**src/rtl/restoring_divider_16b.sv**
```systemverilog
// restoring_divider_16b: iterative restoring divider, one trial subtraction per clock; define DIVIDER_SIGNED_EN for two's-complement operands
module restoring_divider_16b #(
  parameter int WIDTH = 16
) (
  input  logic             iClk,
  input  logic             iRst,
  input  logic             iStart,
  input  logic [WIDTH-1:0] iDividend,
  input  logic [WIDTH-1:0] iDivisor,
  output logic [WIDTH-1:0] oQuotient,
  output logic [WIDTH-1:0] oRemainder,
  output logic             oBusy,
  output logic             oDone,
  output logic             oDivByZero
);
  localparam int CW = (WIDTH > 2) ? $clog2(WIDTH) : 1;
  typedef enum logic [1:0] {IDLE, RUN, FIX} state_t;
  state_t           state_q;
  logic [CW-1:0]    cnt_q;
  logic [WIDTH-1:0] rem_q, dvd_q, dsr_q, quo_q, rmo_q;
  logic             zero_q, dbz_q, done_q;
  logic [WIDTH:0]   shifted;
  logic             take;
  logic [WIDTH-1:0] trial, rem_d, dvd_d, a_mag, b_mag, rsrc, fix_q, fix_r;
`ifdef DIVIDER_SIGNED_EN
  logic             qneg_q, rneg_q;
`endif
  // One restoring step, operand magnitudes at capture and result sign fix-up
  always_comb begin
    shifted = {rem_q, dvd_q[WIDTH-1]};
    take    = shifted >= {1'b0, dsr_q};
    trial   = shifted[WIDTH-1:0] - dsr_q;
    rem_d   = take ? trial : shifted[WIDTH-1:0];
    dvd_d   = {dvd_q[WIDTH-2:0], take};
    rsrc    = zero_q ? dvd_q : rem_q;
`ifdef DIVIDER_SIGNED_EN
    a_mag   = iDividend[WIDTH-1] ? -iDividend : iDividend;
    b_mag   = iDivisor[WIDTH-1] ? -iDivisor : iDivisor;
    fix_q   = zero_q ? '1 : (qneg_q ? -dvd_q : dvd_q);
    fix_r   = rneg_q ? -rsrc : rsrc;
`else
    a_mag   = iDividend;
    b_mag   = iDivisor;
    fix_q   = zero_q ? '1 : dvd_q;
    fix_r   = rsrc;
`endif
  end
  // Control FSM: capture on start, iterate WIDTH times, publish results with a done pulse
  always_ff @(posedge iClk) begin
    if (iRst) begin
      state_q <= IDLE;
      cnt_q   <= '0;
      rem_q   <= '0;
      dvd_q   <= '0;
      dsr_q   <= '0;
      quo_q   <= '0;
      rmo_q   <= '0;
      zero_q  <= 1'b0;
      dbz_q   <= 1'b0;
      done_q  <= 1'b0;
`ifdef DIVIDER_SIGNED_EN
      qneg_q  <= 1'b0;
      rneg_q  <= 1'b0;
`endif
    end else begin
      done_q <= 1'b0;
      case (state_q)
        IDLE: if (iStart) begin
          dvd_q   <= a_mag;
          dsr_q   <= b_mag;
          rem_q   <= '0;
          cnt_q   <= '0;
          zero_q  <= iDivisor == '0;
`ifdef DIVIDER_SIGNED_EN
          qneg_q  <= iDividend[WIDTH-1] ^ iDivisor[WIDTH-1];
          rneg_q  <= iDividend[WIDTH-1];
`endif
          state_q <= (iDivisor == '0) ? FIX : RUN;
        end
        RUN: begin
          rem_q   <= rem_d;
          dvd_q   <= dvd_d;
          cnt_q   <= cnt_q + CW'(1);
          state_q <= (cnt_q == CW'(WIDTH - 1)) ? FIX : RUN;
        end
        FIX: begin
          quo_q   <= fix_q;
          rmo_q   <= fix_r;
          dbz_q   <= zero_q;
          done_q  <= 1'b1;
          state_q <= IDLE;
        end
        default: state_q <= IDLE;
      endcase
    end
  end
  assign oQuotient  = quo_q;
  assign oRemainder = rmo_q;
  assign oBusy      = state_q != IDLE;
  assign oDone      = done_q;
  assign oDivByZero = dbz_q;
endmodule

```
**config.mk**
```make
export PLATFORM = sky130hd
export DESIGN_NAME = restoring_divider_16b
export DESIGN_NICKNAME = d
export VERILOG_FILES = /design/src/rtl/restoring_divider_16b.sv
export SDC_FILE = /design/constraint.sdc
export NUM_CORES = 1
export LEC_CHECK = 0
export BUFFER_PORTS_ARGS = -buffer_cell sky130_fd_sc_hd__clkbuf_2
export CORE_MARGIN = 1
export CORE_UTILIZATION = 52
export DETAILED_ROUTE_END_ITERATION = 10
export PLACE_DENSITY_LB_ADDON = 0.2
export SETUP_SLACK_MARGIN = 0.2
export SLEW_MARGIN = 10
export SYNTH_ARGS = -nofsm -noshare
export SYNTH_HDL_FRONTEND = slang
export SYNTH_SLANG_ARGS = --single-unit
```
**constraint.sdc**
```tcl
create_clock -name iClk -period 2.15 [get_ports iClk]
set_clock_uncertainty 0.1 [all_clocks]
set_input_delay 0.3225 -clock iClk [delete_from_list [all_inputs] [get_ports iClk]]
set_output_delay 0.3225 -clock iClk [all_outputs]
set_load 0.01 [all_outputs]
```
Yosys cells after proc, flatten, opt, wreduce, memory -nomap -nowiden:

Cells that the tools add are included.

* logic and storage cells: 37
* flip-flop bits (word level): 89
* output and inout port bits: 35

* order comparisons: 1
* mux-type cells: 14
* reductions and logical operators: 6
* equal/unequal tests: 4
* $add $sub $neg: 2

Operators by type and width (count)
* $mux W16: 5
* $pmux W16 S2: 2
* $ge A17 B16 Y1: 1
* $logic_not A16 Y1: 1
* $sub A16 B16 Y16: 1
* $pmux W4 S2: 1
* $mux W2: 3
* $add A4 B1 Y4 const B: 1
* $eq A4 B4 Y1 const B: 1
* $mux W4: 1
* $pmux W2 S2: 1
* $reduce_and A2 Y1: 2
* $reduce_bool A2 Y1: 2
* $eq A2 B1 Y1 const B: 1
* $eq A2 B2 Y1 const B: 1
* $logic_not A2 Y1: 1
* $ne A2 B2 Y1 const B: 1
* $mux W1: 1

Longest topological paths before layout:

Gate-level depths: netlist (run 1).

* depth after elaboration: 4
* mapped depth: 10
* mapped depth without buffers: 9

Worst setup path after synthesis (run 1):

Ideal clock, no wire load.

* path kind: register -> register
* start: reg dvd_q[15]
* end: reg rem_q[8]
* required time: 1.933 ns
* arrival time: 2.040 ns
* stages on the path, launching flop included: 10
* setup slack: -0.107 ns
* buffers on the path: 0
* setup time: 0.117 ns
* cells stage by stage: dfxtp_1 inv_1 ha_1 fa_1 nand2b_1 a211oi_1 nor2_1 a211oi_1 o21ai_0 a32o_1

* cells in the longest elaborated chain, start to end: 3
* elaborated cells between the ends (all ways): 4
* classes of those cells: add/sub: 1; order compare: 1; mux: 2

RTL lines
* start, declared: line 20 `logic [WIDTH-1:0] rem_q, dvd_q, dsr_q, quo_q, rmo_q;`
* start signal, assigned: line 69 `dvd_q <= a_mag;`
* start signal, assigned: line 82 `dvd_q <= dvd_d;`
* $sub A16 B16 Y16 or $ge A17 B16 Y1 (tied branches): line 32, 31
* $mux W16 (*): line 33 `rem_d = take ? trial : shifted[WIDTH-1:0];`
* $pmux W16 S2 (*): line 67 `case (state_q)`
* end signal, assigned: line 81 `rem_q <= rem_d;`
* end, declared: line 20

Every way passes the cells marked *; elsewhere a longest branch is shown, timed or not.
A chain may end at the register's enable or synchronous reset.

Final worst setup path (run 1):

Same ends and word-level chain as after synthesis.

==> impl_metrics.toml, run 1 <==
[power]
power.share.combinational = 0.688
power_mw = 10.6
power.static_leakage_nw = 2.53
int_pwr_mw = 5.92
power_density_mw_per_mm2 = 1680
switching_share = 0.442
power.ir.vdd_worst_v = 0.00112
clockPowerShare = 0.118
proportion_of_power_drawn_by_flip_flops_and_latches = 0.195
power.switching_mw = 4.70

[clock_network]
ctsLongestPathBuffers = 2
cts_inserted_buffers = 9
clkSlewWorstSetupHoldPaths_ns = 0.10
holdBufCountCts = 0
tritoncts = "built"
insertion_delay_ns = 0.37
h-tree-depth = 3
numClockSinks = 89
clock_tree.root_cell = "sky130_fd_sc_hd__clkbuf_8"

[sta]
finalCriticalPeriod_ns = 2.26
timing.final.crit_share = 1.05
max-slew-margin-rel = 0.494
setup-violations-final = 13
rsz0062_at_grt = "true"
tightest_slew_ns = 0.759
finalMaxSlewViolations = 0
worst_slack_ns = -0.115
final_hold_viol_count = 0
max_freq_ghz = 0.442

[synth]
dominantRegCellSynth = "sky130_fd_sc_hd__dfxtp_1"
avgSynthCellArea_um2 = 7.96
ys_types = 61
syn_warnings = 0
syn-num-nets = 638
synth.ff_latch_count = 89
syn-instance-count = 585
synth-edff-count = 0
synthesis.area_mm2 = 0.00466
synth_sequential_area_ratio = 0.383
async_reset_ff_frac = 0

[setup_path]
critical-path-max-stage-delay_ns = 0.37
crit_type = "reg -> reg"
worst-path-max-fanout = 3
cp-start-kind = "flop"
critPathLaunch = "dvd_q[15]"
path_cells = "inv_2 -> ha_4 -> fa_2 -> nand2b_4 -> a211oi_4 -> buf_4 -> nor2_4 -> a211oi_2 -> o21ai_1 -> a32o_1"
cp.required_ns = 2.32
crit_path_top_delay_cell = "sky130_fd_sc_hd__fa_2"
regToRegStartpoint = "dvd_q[15]"
worst_setup_path_end_kind = "flop"
worst-endpoint-arrival_ns = 2.44

[flow_run]
cap_violations = 0

[drt]
route.final.wire_length_mm = 14.1
drtPass1Iterations = 5
remaining_drcs = 0
detail_route.vias_per_cell = 5.82
antenna_left = 0
avgRoutedWirePerCell_um = 17.2
num_vias = 4804
drt_iter0_markers = 259

[floorplanning]
die_w_um = 96.6
rows = 34
fp.coreArea_mm2 = 0.00868
start_util = 0.536
io-pin-count = 70
die-area_mm2 = 0.00934
die_height_um = 96.6

[min_path]
min_path_type = "in -> reg"
startpoint_of_the_most_critical_hold_path = "iDivisor[3]"

[global_routing]
grt_first_pass_wirelength_mm = 21.4
grt_usage = 0.282
grt_start_max_net_pins = 72
grt_overflow_total = 0
grt_antenna_before_repair = 0
grt_pass1_vias = 4396

[placed_design]
portBuffers = 69
place_hpwl_mm = 9.42
dpl_worst_slack_ns = -0.222
routabilityCongestion = 0.948

[cells_and_area]
drive_above_1_share = 0.354
area_growth_pct = 36.0
antenna-diode-count = 0
nNetsFinal = 765

[status]
status = "finished with violations"
failed_checks = "setup timing"
cell usage in the layout (no fill, tap or decap), types with 4 or more instances in the layout:
cell and n:
sky130_fd_sc_hd__mux2i_1 16, sky130_fd_sc_hd__nor4_1 4, sky130_fd_sc_hd__a211oi_1 18, sky130_fd_sc_hd__o21ai_2 5
sky130_fd_sc_hd__nor2_1 67, sky130_fd_sc_hd__clkbuf_8 9, sky130_fd_sc_hd__inv_1 15, sky130_fd_sc_hd__nand2b_1 5
sky130_fd_sc_hd__nor3_1 35, sky130_fd_sc_hd__and2_1 8, sky130_fd_sc_hd__a311oi_1 16, sky130_fd_sc_hd__buf_4 78
sky130_fd_sc_hd__o21ai_0 6, sky130_fd_sc_hd__inv_2 6, sky130_fd_sc_hd__nand3b_1 4, sky130_fd_sc_hd__nand3_1 7
sky130_fd_sc_hd__o21ai_1 5, sky130_fd_sc_hd__buf_6 4, sky130_fd_sc_hd__ha_1 6, sky130_fd_sc_hd__a21oi_2 5
sky130_fd_sc_hd__dfxtp_2 14, sky130_fd_sc_hd__clkbuf_2 69, sky130_fd_sc_hd__o211ai_1 13, sky130_fd_sc_hd__a21oi_1 30
sky130_fd_sc_hd__nand2_1 96, sky130_fd_sc_hd__a21o_1 4, sky130_fd_sc_hd__ha_4 10, sky130_fd_sc_hd__dfxtp_1 75
final timing paths:
kind	end	cells past startpoint	slack [ns]
setup reg to reg	rem_q[8]	10	-0.11
hold / removal	dsr_q[3]	3	0.07
setup / recovery	rem_q[8]	10	-0.11
hold reg to reg	oDivByZero	2	0.36
critical path, delay by kind of cell, from the launching register on:
kind,cells,cell delay (ns)
adder cells (fa/ha/maj),2,0.53
buffers and inverters,2,0.22
AND/OR/NAND/NOR,2,0.21
AO/OA/AOI/OAI,4,0.76
flip-flops,1,0.35
power by group through the flow:
stage	clock network (mW)	registers (mW)	logic [mW]
after floorplan	0	2.01	3.22
after global placement	0	2.06	5.03
after detailed placement	0	2.06	5.10
after CTS	1.26	2.04	5.93
after global routing	1.33	2.08	7.73
final	1.25	2.07	7.30
final cells by class:
| type | instances | area [um^2] |
|---|---|---|
| clock buffers | 9 | 124 |
| clock inverters | 7 | 91.3 |
| fillers | 669 | 2350 |
| inverters | 22 | 85.1 |
| multi-input cells | 436 | 3060 |
| flip-flops and latches | 89 | 1800 |
| well taps | 108 | 135 |
| repair buffers | 154 | 1030 |
cells in the mapped netlist, drive strengths merged (2+ instances only):
cell	number	area, um^2
a21oi	38	198
nand2b	6	37.5
a32o	3	30.0
or3	3	18.8
nor3	37	190
a21o	5	37.5
inv	22	82.6
xnor2	4	35.0
clkbuf	25	93.8
and3	2	12.5
o211ai	13	97.6
a311oi	16	140
nor4	5	37.5
o21ai	18	93.8
and2	8	50.1
a211oi	22	170
nand3	8	40.0
nor3b	2	15.0
mux2i	16	160
xor2	3	26.3
dfxtp	89	1780
o31ai	2	20.0
nand4	3	25.0
o21bai	2	15.0
ha	17	213
and4	2	17.5
buf	14	70.1
nand3b	4	30.0
nor2b	2	12.5
a211o	3	26.3
nor2	69	259
nand2	99	374
a41oi	5	62.6
o2111ai	4	41.3
metal layers:
layer	up-vias	track usage	share of wire
li1	2346	-	-
met1	2284	0.379	0.44
met2	139	0.458	0.49
met3	35	0.0448	0.038
met4	0	0.103	0.027
met5	-	0	0
what timing repair did:
action	in CTS	in global routing
setup buffers	8	8
gates cloned	1	0
gates resized for setup	37	45
setup endpoints to repair	17	17
pin swaps	14	26
sequential cells by signal, summed over array words and instances, names as in the netlist:
register / count
state_q: 2
dvd_q: 16
rem_q: 16
oQuotient: 16
dsr_q: 16
zero_q: 1
oDone: 1
oRemainder: 16
cnt_q: 4
oDivByZero: 1
per-stage QoR:
stage | setup TNS [ns] | hold slack (ns) | cells | utilization | area (um^2)
6_report | -0.959 | 0.0734 | 825 | 0.729 | 6330
5_1_grt | -2.01 | 0.0742 | 825 | 0.729 | 6330
4_1_cts | -1.04 | 0.0680 | 817 | 0.696 | 6040
3_5_place_dp | -2.62 | 0.346 | 792 | 0.644 | 5590
3_3_place_gp | -1.92 | 0.343 | 792 | 0.644 | 5590
2_1_floorplan | 0 | 0.336 | 585 | - | 4750
logic make-up after synthesis:
| group | count (synthesis) | synth area share |
|---|---|---|
| AO/OA/AOI/OAI | 141 | 0.221 |
| multiplexers | 17 | 0.0368 |
| adder cells (fa/ha/maj) | 18 | 0.0500 |
| AND/OR/NAND/NOR | 252 | 0.243 |
| flip-flops | 89 | 0.383 |
| XOR/XNOR | 7 | 0.0132 |
| buffers and inverters | 61 | 0.0529 |
Note: power is estimated with default switching activity, not from simulation.
==> inputs of run 2 (changes only) <==
Settings changed: CTS_CLUSTER_DIAMETER from default to 150, PLACE_DENSITY from default to 0.85, PLACE_DENSITY_LB_ADDON 0.2 to default, SLEW_MARGIN 10 to 0.
==> impl_metrics.toml, run 2 (synthesized netlist as in run 1, its figures left out) <==
[setup_path]
cp.required_ns = 2.35
crit-reg2reg-capture = "rem_q[2]"
reg2reg_depth = 9
worst-path-max-fanout = 5
regToRegStartpoint = "rem_q[0]"
critPathLaunch = "rem_q[0]"
worst-endpoint-arrival_ns = 2.49
crit_type = "reg -> reg"
cp-start-kind = "flop"
ff_to_ff_setup_slack_ns = -0.14
worst_setup_path_end_kind = "flop"

[drt]
avgRoutedWirePerCell_um = 17.9
drt_iter0_markers = 438
detail_route.vias_per_cell = 6.12
num_vias = 5005
antenna_left = 0
drtPass1Iterations = 6
remaining_drcs = 0
route.final.wire_length_mm = 14.7

[floorplanning]
start_util = 0.536
die-area_mm2 = 0.00934
fp.coreArea_mm2 = 0.00868
die_height_um = 96.6
io-pin-count = 70
die_w_um = 96.6
rows = 34

[power]
power.ir.vdd_worst_v = 0.00112
power.static_leakage_nw = 2.47
power_mw = 10.3
power_density_mw_per_mm2 = 1650

[global_routing]
grt_overflow_total = 0
grt_pass1_vias = 4685
grt.busiest_layer = "met2"
use_met3 = 0.0434
grtUsageMet2 = 0.518
grt_start_max_net_pins = 48
grt_usage = 0.291
grt_first_pass_wirelength_mm = 22.4
grt_antenna_before_repair = 0
use_met1 = 0.357

[clock_network]
cts_inserted_buffers = 9
clkSlewWorstSetupHoldPaths_ns = 0.10
ctsLongestPathBuffers = 2
tritoncts = "built"
insertion_delay_ns = 0.37
numClockSinks = 89
clock_tree.root_cell = "sky130_fd_sc_hd__clkbuf_8"
h-tree-depth = 3
holdBufCountCts = 0

[min_path]
holdPathEnd = "dsr_q[10]"
hold_path_depth = 3
min_path_type = "in -> reg"
startpoint_of_the_most_critical_hold_path = "iDivisor[10]"

[sta]
setup-violations-final = 17
worst_slack_ns = -0.141
finalMaxSlewViolations = 0
max-slew-margin-rel = 0.598
tightest_slew_ns = 0.603
max_freq_ghz = 0.437
rsz0062_at_grt = "true"
finalCriticalPeriod_ns = 2.29
final_hold_viol_count = 0
timing.final.crit_share = 1.07
hold_ws_ns = 0.0945

[cells_and_area]
filler_cell_count = 625
layout_common_cells = "97 x sky130_fd_sc_hd__nand2_1, 79 x sky130_fd_sc_hd__dfxtp_1, 69 x sky130_fd_sc_hd__clkbuf_2, 69 x sky130_fd_sc_hd__buf_4, 66 x sky130_fd_sc_hd__nor2_1"
drive_above_1_share = 0.331
final_common_cell = "sky130_fd_sc_hd__nand2_1"
antenna-diode-count = 0
fin_cells = 818
area_growth_pct = 33.8
nNetsFinal = 759

[status]
status = "finished with violations"
failed_checks = "setup timing"

[placed_design]
numPlacedInstances = 787
routabilityCongestion = 0.939
dpl_worst_slack_ns = -0.197
portBuffers = 69
place_hpwl_mm = 9.27

[flow_run]
cap_violations = 0
==> run 2: changes by cell type in the layout (fill, tap and decap cells not counted), moves of 3 or more <==
cell / delta
sky130_fd_sc_hd__dfxtp_2: -4
sky130_fd_sc_hd__o21ai_1: +4
sky130_fd_sc_hd__buf_6: +5
sky130_fd_sc_hd__o21ai_2: -3
sky130_fd_sc_hd__buf_4: -9
sky130_fd_sc_hd__dfxtp_1: +4
==> run 2: timing repair <==
item / CTS / global route
resized for setup: 45 / 24
gates cloned: 1 / 0
pin swaps: 27 / 21
setup buffers: 10 / 5
setup endpoints to repair: 17 / 17
==> run 2: stage by stage <==
step,util,TNS [ns],area [um^2]
floorplan,-,0,4750
finish,0.718,-1.48,6230
global placement,0.640,-1.75,5550
CTS,0.699,-0.750,6060
global route,0.718,-2.27,6230
detailed placement,0.640,-2.30,5550
==> run 2: layer usage <==
layer | vias to the layer above | routed length (um)
met4 | 0 | 481
met3 | 42 | 937
met2 | 241 | 7290
met1 | 2379 | 5940
met5 | - | 0
li1 | 2343 | -
==> run 2: final cells by class <==
class                           count  area [um^2]  area share
Multi-Input combinational cell    436         3040       0.489
Sequential cell                    89         1790       0.288
Timing Repair Buffer              148          985       0.158
Tap cell                          108          135      0.0217
Clock buffer                       10          128      0.0205
Inverter                           22         85.1      0.0137
Clock inverter                      5         57.6     0.00924
==> run 2: where the power goes <==
group	internal (mW)	total, mW	switching, mW
Clock	0.533	1.15	0.614
Sequential	1.84	2.07	0.223
Combinational	3.31	7.09	3.78
Total	5.69	10.3	4.62
==> run 2: worst max-delay path: stages (launching register included) <==
cell and delay [ns]:
sky130_fd_sc_hd__dfxtp_2 0.34, sky130_fd_sc_hd__buf_6 0.12, sky130_fd_sc_hd__ha_4 0.26, sky130_fd_sc_hd__nand4_1 0.19, sky130_fd_sc_hd__nor4_4 0.32, sky130_fd_sc_hd__o21bai_4 0.13
sky130_fd_sc_hd__a41oi_4 0.33, sky130_fd_sc_hd__buf_6 0.17, sky130_fd_sc_hd__o2111ai_2 0.15, sky130_fd_sc_hd__o211ai_1 0.13
==> run 2: how the worst max path moves through the flow <==
stage	endpoint	slack, ns	cells past startpoint
after global placement	rem_q[1]	-0.16	8
final	rem_q[2]	-0.14	9
after global routing	rem_q[8]	-0.19	10
after detailed placement	rem_q[7]	-0.20	9
after CTS	rem_q[14]	-0.07	9
after floorplan	rem_q[8]	0.09	8
